<file path="src/rtl/rof_pkg.sv">
`default_nettype none
// ============================================================================
// Module   : rof_pkg
// Purpose  : Shared constants and helpers for the masked rank-order filter.
// Revision : 1.0 - initial release
// ============================================================================
package rof_pkg;

  localparam int ROF_N      = 7;
  localparam int ROF_DATA_W = 8;

  // Width needed to hold a rank 0..n.
  function automatic int rank_bits(input int n);
    return $clog2(n + 1);
  endfunction

endpackage
`default_nettype wire

</file>
<file path="src/rtl/rank_match_mux.sv">
`default_nettype none
// ============================================================================
// Module   : rank_match_mux
// Purpose  : Combinational rank match and lowest-index sample select.
// Revision : 1.0 - initial release
// ============================================================================
module rank_match_mux #(
  parameter int N      = 7,
  parameter int DATA_W = 8,
  parameter int RANK_W = 3
) (
  input  logic [RANK_W*N-1:0] ranks,
  input  logic [N-1:0]        mask,
  input  logic [RANK_W-1:0]   k,
  input  logic [DATA_W*N-1:0] win,
  output logic [N-1:0]        hit,
  output logic [DATA_W-1:0]   sel_sample,
  output logic                miss
);

  logic w_found;

  always_comb begin
    hit        = '0;
    sel_sample = '0;
    w_found    = 1'b0;
    for (int j = 0; j < N; j++) begin
      hit[j] = mask[j] && (ranks[j*RANK_W +: RANK_W] == k);
    end
    // Duplicate ranks only arise from an upstream fault; lowest slot wins.
    for (int j = 0; j < N; j++) begin
      if (hit[j] && !w_found) begin
        sel_sample = win[j*DATA_W +: DATA_W];
        w_found    = 1'b1;
      end
    end
    miss = ~|hit;
  end

endmodule
`default_nettype wire

</file>
<file path="src/rtl/rank_select.sv">
`default_nettype none
// ============================================================================
// Module   : rank_select
// Purpose  : Output stage of the masked rank-order filter; selects the k-th
//            order statistic from the sliding window. Optional macro
//            RANK_SELECT_ERR_EN adds a sticky duplicate-rank error output.
// Revision : 1.0 - initial release
// ============================================================================
module rank_select
  import rof_pkg::*;
#(
  parameter int  N      = ROF_N,
  parameter int  DATA_W = ROF_DATA_W,
  localparam int RANK_W = rank_bits(N)
) (
  input  logic                clk,
  input  logic                rst,
  input  logic                in_valid,
  input  logic [DATA_W-1:0]   in_sample,
  input  logic [RANK_W*N-1:0] ranks,
  input  logic [N-1:0]        mask,
  input  logic [RANK_W-1:0]   k,
  output logic                out_valid,
  output logic [DATA_W-1:0]   out_sample,
  output logic                out_miss
`ifdef RANK_SELECT_ERR_EN
  ,
  output logic                err
`endif
);

  localparam logic [RANK_W-1:0] C_FULL = RANK_W'(N);
  localparam logic [RANK_W-1:0] C_ONE  = RANK_W'(1);

  logic [DATA_W*N-1:0] r_win;
  logic [N-1:0]        r_vtag;
  logic [RANK_W-1:0]   r_fill;
  logic [N-1:0]        w_hit;
  logic [DATA_W-1:0]   w_sel;
  logic                w_miss;

  rank_match_mux #(
    .N      (N),
    .DATA_W (DATA_W),
    .RANK_W (RANK_W)
  ) u_match (
    .ranks      (ranks),
    .mask       (mask),
    .k          (k),
    .win        (r_win),
    .hit        (w_hit),
    .sel_sample (w_sel),
    .miss       (w_miss)
  );

  // Slot N-1 holds the newest sample, matching the rank register order.
  always_ff @(posedge clk or posedge rst) begin
    if (rst) begin
      r_win      <= '0;
      r_vtag     <= '0;
      r_fill     <= '0;
      out_valid  <= 1'b0;
      out_sample <= '0;
      out_miss   <= 1'b0;
    end else begin
      r_win  <= {in_sample, r_win[DATA_W*N-1:DATA_W]};
      r_vtag <= {in_valid, r_vtag[N-1:1]};
      if (!in_valid) begin
        r_fill <= '0;
      end else if (r_fill != C_FULL) begin
        r_fill <= r_fill + C_ONE;
      end
      out_sample <= w_sel;
      out_miss   <= w_miss;
      out_valid  <= (r_fill == C_FULL) && r_vtag[0];
    end
  end

`ifdef RANK_SELECT_ERR_EN
  logic [RANK_W-1:0] w_hit_cnt;
  logic [RANK_W-1:0] r_hit_cnt;
  logic              r_full;

  always_comb begin
    w_hit_cnt = '0;
    for (int j = 0; j < N; j++) begin
      w_hit_cnt = w_hit_cnt + {{(RANK_W-1){1'b0}}, w_hit[j]};
    end
  end

  always_ff @(posedge clk or posedge rst) begin
    if (rst) begin
      r_hit_cnt <= '0;
      r_full    <= 1'b0;
      err       <= 1'b0;
    end else begin
      r_hit_cnt <= w_hit_cnt;
      r_full    <= (r_fill == C_FULL);
      err       <= err | (r_full && (|r_hit_cnt[RANK_W-1:1]));
    end
  end
`endif

endmodule
`default_nettype wire

</file>
<file path="config.mk">
export PLATFORM = sky130hd
export DESIGN_NAME = rank_select
export DESIGN_NICKNAME = d
export VERILOG_FILES = /design/src/rtl/rof_pkg.sv /design/src/rtl/rank_match_mux.sv /design/src/rtl/rank_select.sv
export SDC_FILE = /design/constraint.sdc
export NUM_CORES = 1
export LEC_CHECK = 0
export ABC_AREA = 1
export CAP_MARGIN = 25
export CORE_ASPECT_RATIO = 0.6
export CORE_MARGIN = 3
export CORE_UTILIZATION = 46
export DETAILED_ROUTE_END_ITERATION = 8
export MAX_ROUTING_LAYER = met4
export PLACE_DENSITY = 0.71
export SLEW_MARGIN = 20
export SYNTH_ARGS = -nofsm -noshare
export SYNTH_HDL_FRONTEND = slang
export SYNTH_SLANG_ARGS = --single-unit
</file>
<file path="constraint.sdc">
create_clock -name clk -period 2.79 [get_ports clk]
set_input_delay 0.6975 -clock clk [delete_from_list [all_inputs] [get_ports clk]]
set_output_delay 0.6975 -clock clk [all_outputs]
set_load 0.1 [all_outputs]
</file>
Yosys cells after proc, flatten, opt, wreduce, memory -nomap -nowiden

Index checks and enable logic that the tools add are counted.

Bits in registers: 76
Input port bits: 42
Output and inout port bits: 10
Logic and storage cells: 54

$add $sub $neg: 1
Equal/unequal tests: 10
Mux-type cells: 15
Reductions and logical operators: 22

Operators with widths:

| cell                | count |
|---|---|
| $mux 8              | 7 |
| $eq 3x3->1          | 7 |
| $logic_and 1x1->1   | 14 |
| $logic_not 1->1     | 7 |
| $reduce_or 7->1     | 1 |
| $mux 1              | 6 |
| $mux 3              | 2 |
| $add 3x1->3 const B | 1 |
| $eq 3x3->1 const B  | 1 |
| $ne 3x3->1 const B  | 1 |
| $ne 2x1->1 const B  | 1 |

Longest topological paths before layout

Depth in word-level cells: 21
Depth in mapped cells: 12
Gate-level depth less buffers: 11

Cells and area by module

From an unflattened synthesis, not the netlist that was laid out.

Cell total of the unflattened synthesis: 316
Area, all modules: 3,031.7 µm²

By module, submodules not included:

| module         | instances | cells each | area each (µm²) | seq. area each (µm²) |
|---|---|---|---|---|
| rank_select    | 1         | 92         | 1,986.9         | 1,901.8 |
| rank_match_mux | 1         | 224        | 1,044.8         | 0.0 |

Least setup slack after synthesis

Ideal clock, no wire load.

Path kind: input to register
From: input port k[2]
To: register out_sample[0]
Library setup time: 0.119 ns
Data arrival time: 1.731 ns
Required time: 2.671 ns
Slack: 0.940 ns
Cell stages on the path: 8
Path buffers: 1
Cell sequence: buf_6 xor2_1 nor3_4 inv_2 nand3b_4 nor2_1 nor2_1 nand2_1

Word-level cells in the longest chain between the ends: 21
Elaborated cells between the ends (all ways): 39
Classes of those cells: eq/ne: 7; mux: 13; reduce/logical: 19

Ends and longest elaborated chain:

| what                      | RTL line             | source |
|---|---|---|
| from (decl)               | rank_select.sv:22    | `input logic [RANK_W-1:0] k,` |
| $eq 3x3->1                | rank_match_mux.sv:28 | `hit[j] = mask[j] && (ranks[j*RANK_W +: RANK_W] == k);` |
| $logic_and 1x1->1         | rank_match_mux.sv:28 |  |
| $mux 1                    | rank_match_mux.sv:32 | `if (hit[j] && !w_found) begin` |
| $logic_not 1->1           | rank_match_mux.sv:32 |  |
| $logic_and 1x1->1         | rank_match_mux.sv:32 |  |
| $mux 1                    | rank_match_mux.sv:32 |  |
| $logic_not 1->1           | rank_match_mux.sv:32 |  |
| $logic_and 1x1->1         | rank_match_mux.sv:32 |  |
| [... 6 more ...]          | n/a                  |  |
| $mux 1                    | rank_match_mux.sv:32 |  |
| $logic_not 1->1           | rank_match_mux.sv:32 |  |
| $logic_and 1x1->1         | rank_match_mux.sv:32 |  |
| $mux 1                    | rank_match_mux.sv:32 |  |
| $logic_not 1->1           | rank_match_mux.sv:32 |  |
| $logic_and 1x1->1         | rank_match_mux.sv:32 |  |
| $mux 8 *                  | rank_match_mux.sv:32 |  |
| via u_match.sel_sample[0] | rank_match_mux.sv:17 | `output logic [DATA_W-1:0] sel_sample,` |
| to (signal assigned)      | rank_select.sv:73    | `out_sample <= w_sel;` |
| to (decl)                 | rank_select.sv:24    | `output logic [DATA_W-1:0] out_sample,` |

Mark *: on every way through the listed nets, which the timed path passes. The rest lies on a longest branch.
A chain may end at the register's enable or synchronous reset.

Worst setup path in the final report

From: input port k[1]
To: register out_sample[2]

Same word-level chain as after synthesis.

==> impl_metrics.env <==
export IMPL_period_share_pct=84.6
export IMPL_wire_per_inst_um=12.9
export IMPL_timing_reg2reg_setup_slack_ps=1560
export IMPL_synth_most_common_cell="sky130_fd_sc_hd__dfrtp_1"
export IMPL_drt_antenna_net_count=0
export IMPL_worst_r2r_startpoint="r_fill[0]"
export IMPL_grtUsageMet2_pct=20.1
export IMPL_number_of_drc_violations_after_detailed_routing_iteration_0=130
export IMPL_synth_enable_flop_cells=0
export IMPL_ir_worst_vdd_v=0.000551
export IMPL_clockRootBuffer="sky130_fd_sc_hd__clkbuf_16"
export IMPL_status="finished, final reports clean"
export IMPL_grt_setup_unrepaired="no"
export IMPL_post_route_drc_count=0
export IMPL_cts_sinks=76
export IMPL_synth_cells_most_frequent="sky130_fd_sc_hd__dfrtp_1 (76), sky130_fd_sc_hd__nand2_1 (60), sky130_fd_sc_hd__nand3_1 (46)"
export IMPL_layer_with_the_highest_usage_after_global_routing="met1"
export IMPL_relSlewSlack_pct=68.8
export IMPL_worst_slew_pin_slew_ps=465
export IMPL_skew_ps=3.97
export IMPL_reg2reg_depth=5
export IMPL_share_of_synthesized_flip_flops_with_an_asynchronous_set_or_reset_pct=100
export IMPL_hold_path_cell_count=0
export IMPL_static_leakage_power_nw=2.05
export IMPL_detailedPlacementHpwl_um=4370
export IMPL_post_placement_worst_setup_slack_ps=129
export IMPL_critPathMaxStageDelay_ps=730
export IMPL_die_area_um2=7950
export IMPL_floorplan_rows=22
export IMPL_groute_layer_met3_usage_pct=6.23
export IMPL_sequential_group_share_of_total_power_pct=41.6
export IMPL_grt_antenna_before_repair=0
export IMPL_yosys_area_top_type="sky130_fd_sc_hd__dfrtp_1"
export IMPL_path_max_fanout=9
export IMPL_hp_class="register to register"
export IMPL_nets=421
export IMPL_netlist_area_leader_share_pct=60.1
export IMPL_comb_power_share_pct=15.7
export IMPL_num_io_pins=52
export IMPL_switchingPower_mw=0.754
export IMPL_track_usage_pct=17.5
export IMPL_post_cts_hold_buffer_count=0
export IMPL_clock_power_share_pct=42.8
export IMPL_clkLatencyLatePin_ps=330
export IMPL_hold_path_endpoint="r_vtag[3]"
export IMPL_timing_final_max_slew_violations=0
export IMPL_placeable_core_region_um2=6390
export IMPL_post_synth_num_cell_types=30
export IMPL_start_kind="input port"
export IMPL_sw_frac_of_total_pct=26.0
export IMPL_portBuffers=51
export IMPL_maximum_number_of_pins_on_one_net_before_global_route_repair=77
export IMPL_clock_pin_slew_on_the_worst_setup_and_hold_paths_ps=60
export IMPL_global_route_usage_met1_pct=27.7
export IMPL_critPathMostFrequentCell="sky130_fd_sc_hd__nor2_1"
export IMPL_reg_to_reg_endpoint="r_fill[0]"
export IMPL_cpLargestDelayFamily="simple AND/OR/NAND/NOR gates"
export IMPL_post_synth_main_area_contributors="sky130_fd_sc_hd__dfrtp_1 (60%), sky130_fd_sc_hd__nand3_1 (7.3%), sky130_fd_sc_hd__nand2_1 (7.1%)"
export IMPL_viasPerCell=4.65
export IMPL_worst_slack_ps=429
export IMPL_timing_final_setup_violations=0
export IMPL_syn_cell_area_um2=3170
export IMPL_syn_mean_instance_area_um2=10.2
export IMPL_max_freq_mhz=424
export IMPL_critical_path_slowest_cell="sky130_fd_sc_hd__clkdlybuf4s50_1"
export IMPL_floorplan_die_height_um=70.3
export IMPL_drive_above_1_share_pct=16.8
export IMPL_netlist_instances=311
export IMPL_power_density_nw_per_um2=704
export IMPL_cts_htree_levels=3
export IMPL_maxCapViolations=0
export IMPL_wirelength_um=5980
export IMPL_post_cts_setup_buffers=0
export IMPL_finalSetupTns_ps=0
export IMPL_via_count=2162
export IMPL_yosys_register_bits=76
export IMPL_synthesis_nets=355
export IMPL_finalHoldViolCount=0
export IMPL_layout_min_cycle_time_ps=2360
export IMPL_clock_tree_from_tritoncts="done"
export IMPL_critical_path_cell_chain="clkdlybuf4s50_1 > inv_4 > nand2_2 > nand2_1 > nor2_1 > nand2_2 > nand3_4 > nor2_1 > nor2_1 > nand3_1 > nor2_1 > nand2_1"
export IMPL_globalRouteOverflowTotal=0
export IMPL_ys_seq_area_share_pct=60.1
export IMPL_final_wtd_congestion=0.772
export IMPL_ctsResizeCount=0
export IMPL_critical_path_arrival_ps=2570
export IMPL_die_x_um=113
export IMPL_dr_pass1_iters=4
export IMPL_end_kind="register"
export IMPL_ctsLongestPathBuffers=2
export IMPL_start_util_pct=49.6
export IMPL_first_global_vias=2060
export IMPL_cts_buffers_inserted=9
export IMPL_synth_ff_type="sky130_fd_sc_hd__dfrtp_1"
export IMPL_worst_endpoint_required_ps=3000
export IMPL_synthesis_yosys_warnings=0
export IMPL_path_buf_inv=2
export IMPL_power_report_internal_total_mw=2.14
export IMPL_diodes_inserted=0
export IMPL_area_growth_syn_to_layout_pct=29.9
export IMPL_hold_path_startpoint="r_vtag[4]"
export IMPL_worst_setup_path_type="input port to register"
export IMPL_global_route_wire_length_before_repair_um=10500
## registers in the layout, indices dropped and copies added, names as in the netlist
name	cells
r_win	56
out_sample	8
r_vtag	7
r_fill	3
out_miss	1
out_valid	1
## stage by stage
step | total power, mW | area, µm² | instances | util, % | hold WS (ps)
floorplan | 1.53 | 3170 | 311 | - | 331
global placement | 1.67 | 3790 | 450 | 59.3 | 332
detailed placement | 1.68 | 3790 | 450 | 59.3 | 335
CTS | 2.92 | 4110 | 465 | 64.4 | 345
global route | 3.02 | 4110 | 465 | 64.4 | 352
finish | 2.90 | 4110 | 465 | 64.4 | 345
## per-layer routing
metal  routed length (µm)  share of wire [%]  vias to the layer above
li1                     -                  -                     1117
met1                 3270                 55                      987
met2                 2280                 38                       48
met3                  369                6.2                       10
met4                   56               0.94                        0
met5                    0                  0                        -
## cell type report
class,instances,area (µm²)
clock buffer,11,253
fill,506,2270
clock inverter,4,72.6
sequential,76,1900
tap,84,105
timing repair buffer,58,551
inverter,38,158
multi-input combinational,194,1070
## worst max-delay path by stage
| stage | endpoint | start | cells past startpoint | slack, ps |
|---|---|---|---|---|
| 2_1_floorplan | out_miss | rst | 1 | 150 |
| 3_3_place_gp | out_sample[7] | k[1] | 12 | 180 |
| 3_5_place_dp | out_sample[2] | k[1] | 12 | 130 |
| 4_1_cts | out_sample[2] | k[1] | 12 | 460 |
| 5_1_grt | out_sample[2] | k[1] | 12 | 320 |
| 6_report | out_sample[2] | k[1] | 12 | 430 |
## power by group through the flow
stage | Clock, mW | Combinational [mW] | Sequential [mW]
finish | 1.24 | 0.454 | 1.20
global route | 1.32 | 0.492 | 1.21
detailed placement | 0 | 0.456 | 1.22
CTS | 1.26 | 0.459 | 1.20
floorplan | 0 | 0.175 | 1.35
global placement | 0 | 0.453 | 1.22
## placed cells by master, fill, tap and decap left out
| master | n |
|---|---|
| sky130_fd_sc_hd__inv_4 | 1 |
| sky130_fd_sc_hd__inv_8 | 1 |
| sky130_fd_sc_hd__dfrtp_1 | 76 |
| sky130_fd_sc_hd__ha_1 | 2 |
| sky130_fd_sc_hd__o21ai_0 | 2 |
| sky130_fd_sc_hd__buf_12 | 1 |
| sky130_fd_sc_hd__clkbuf_8 | 2 |
| sky130_fd_sc_hd__nor2_1 | 40 |
| sky130_fd_sc_hd__bufinv_16 | 2 |
| sky130_fd_sc_hd__nor4_4 | 1 |
| sky130_fd_sc_hd__xnor2_1 | 3 |
| sky130_fd_sc_hd__or2_1 | 1 |
| sky130_fd_sc_hd__nand2_8 | 2 |
| sky130_fd_sc_hd__nand2_4 | 3 |
| sky130_fd_sc_hd__nand2_1 | 60 |
| sky130_fd_sc_hd__nand3_4 | 1 |
| sky130_fd_sc_hd__nand3b_4 | 1 |
| sky130_fd_sc_hd__buf_4 | 16 |
| sky130_fd_sc_hd__a21oi_1 | 1 |
| sky130_fd_sc_hd__nor2_2 | 3 |
| sky130_fd_sc_hd__nand2_2 | 7 |
| sky130_fd_sc_hd__clkinv_2 | 1 |
| sky130_fd_sc_hd__a21boi_0 | 2 |
| sky130_fd_sc_hd__clkdlybuf4s50_1 | 41 |
| sky130_fd_sc_hd__nand3_1 | 46 |
| sky130_fd_sc_hd__clkinvlp_4 | 1 |
| sky130_fd_sc_hd__nor2_8 | 2 |
| sky130_fd_sc_hd__nor3_4 | 2 |
| sky130_fd_sc_hd__nand4_1 | 9 |
| sky130_fd_sc_hd__inv_6 | 1 |
| sky130_fd_sc_hd__nor2_4 | 2 |
| sky130_fd_sc_hd__inv_2 | 4 |
| sky130_fd_sc_hd__xor2_1 | 2 |
| sky130_fd_sc_hd__clkbuf_16 | 9 |
| sky130_fd_sc_hd__nand3_2 | 1 |
| sky130_fd_sc_hd__inv_1 | 31 |
| sky130_fd_sc_hd__o21ai_1 | 1 |
## cell families (layout without fill, tap and decap cells)
family	count (synthesis)	in the layout	synth area share (%)
xor gates and xnor gates	5	5	1.38
adders and majority gates	2	2	0.790
AOI/OAI and AO/OA	6	6	1.11
and+or+nand+nor	181	181	30.6
buffers and inverters	41	111	6.05
DFF	76	76	60.1
Note: power is estimated with default switching activity, not from simulation.
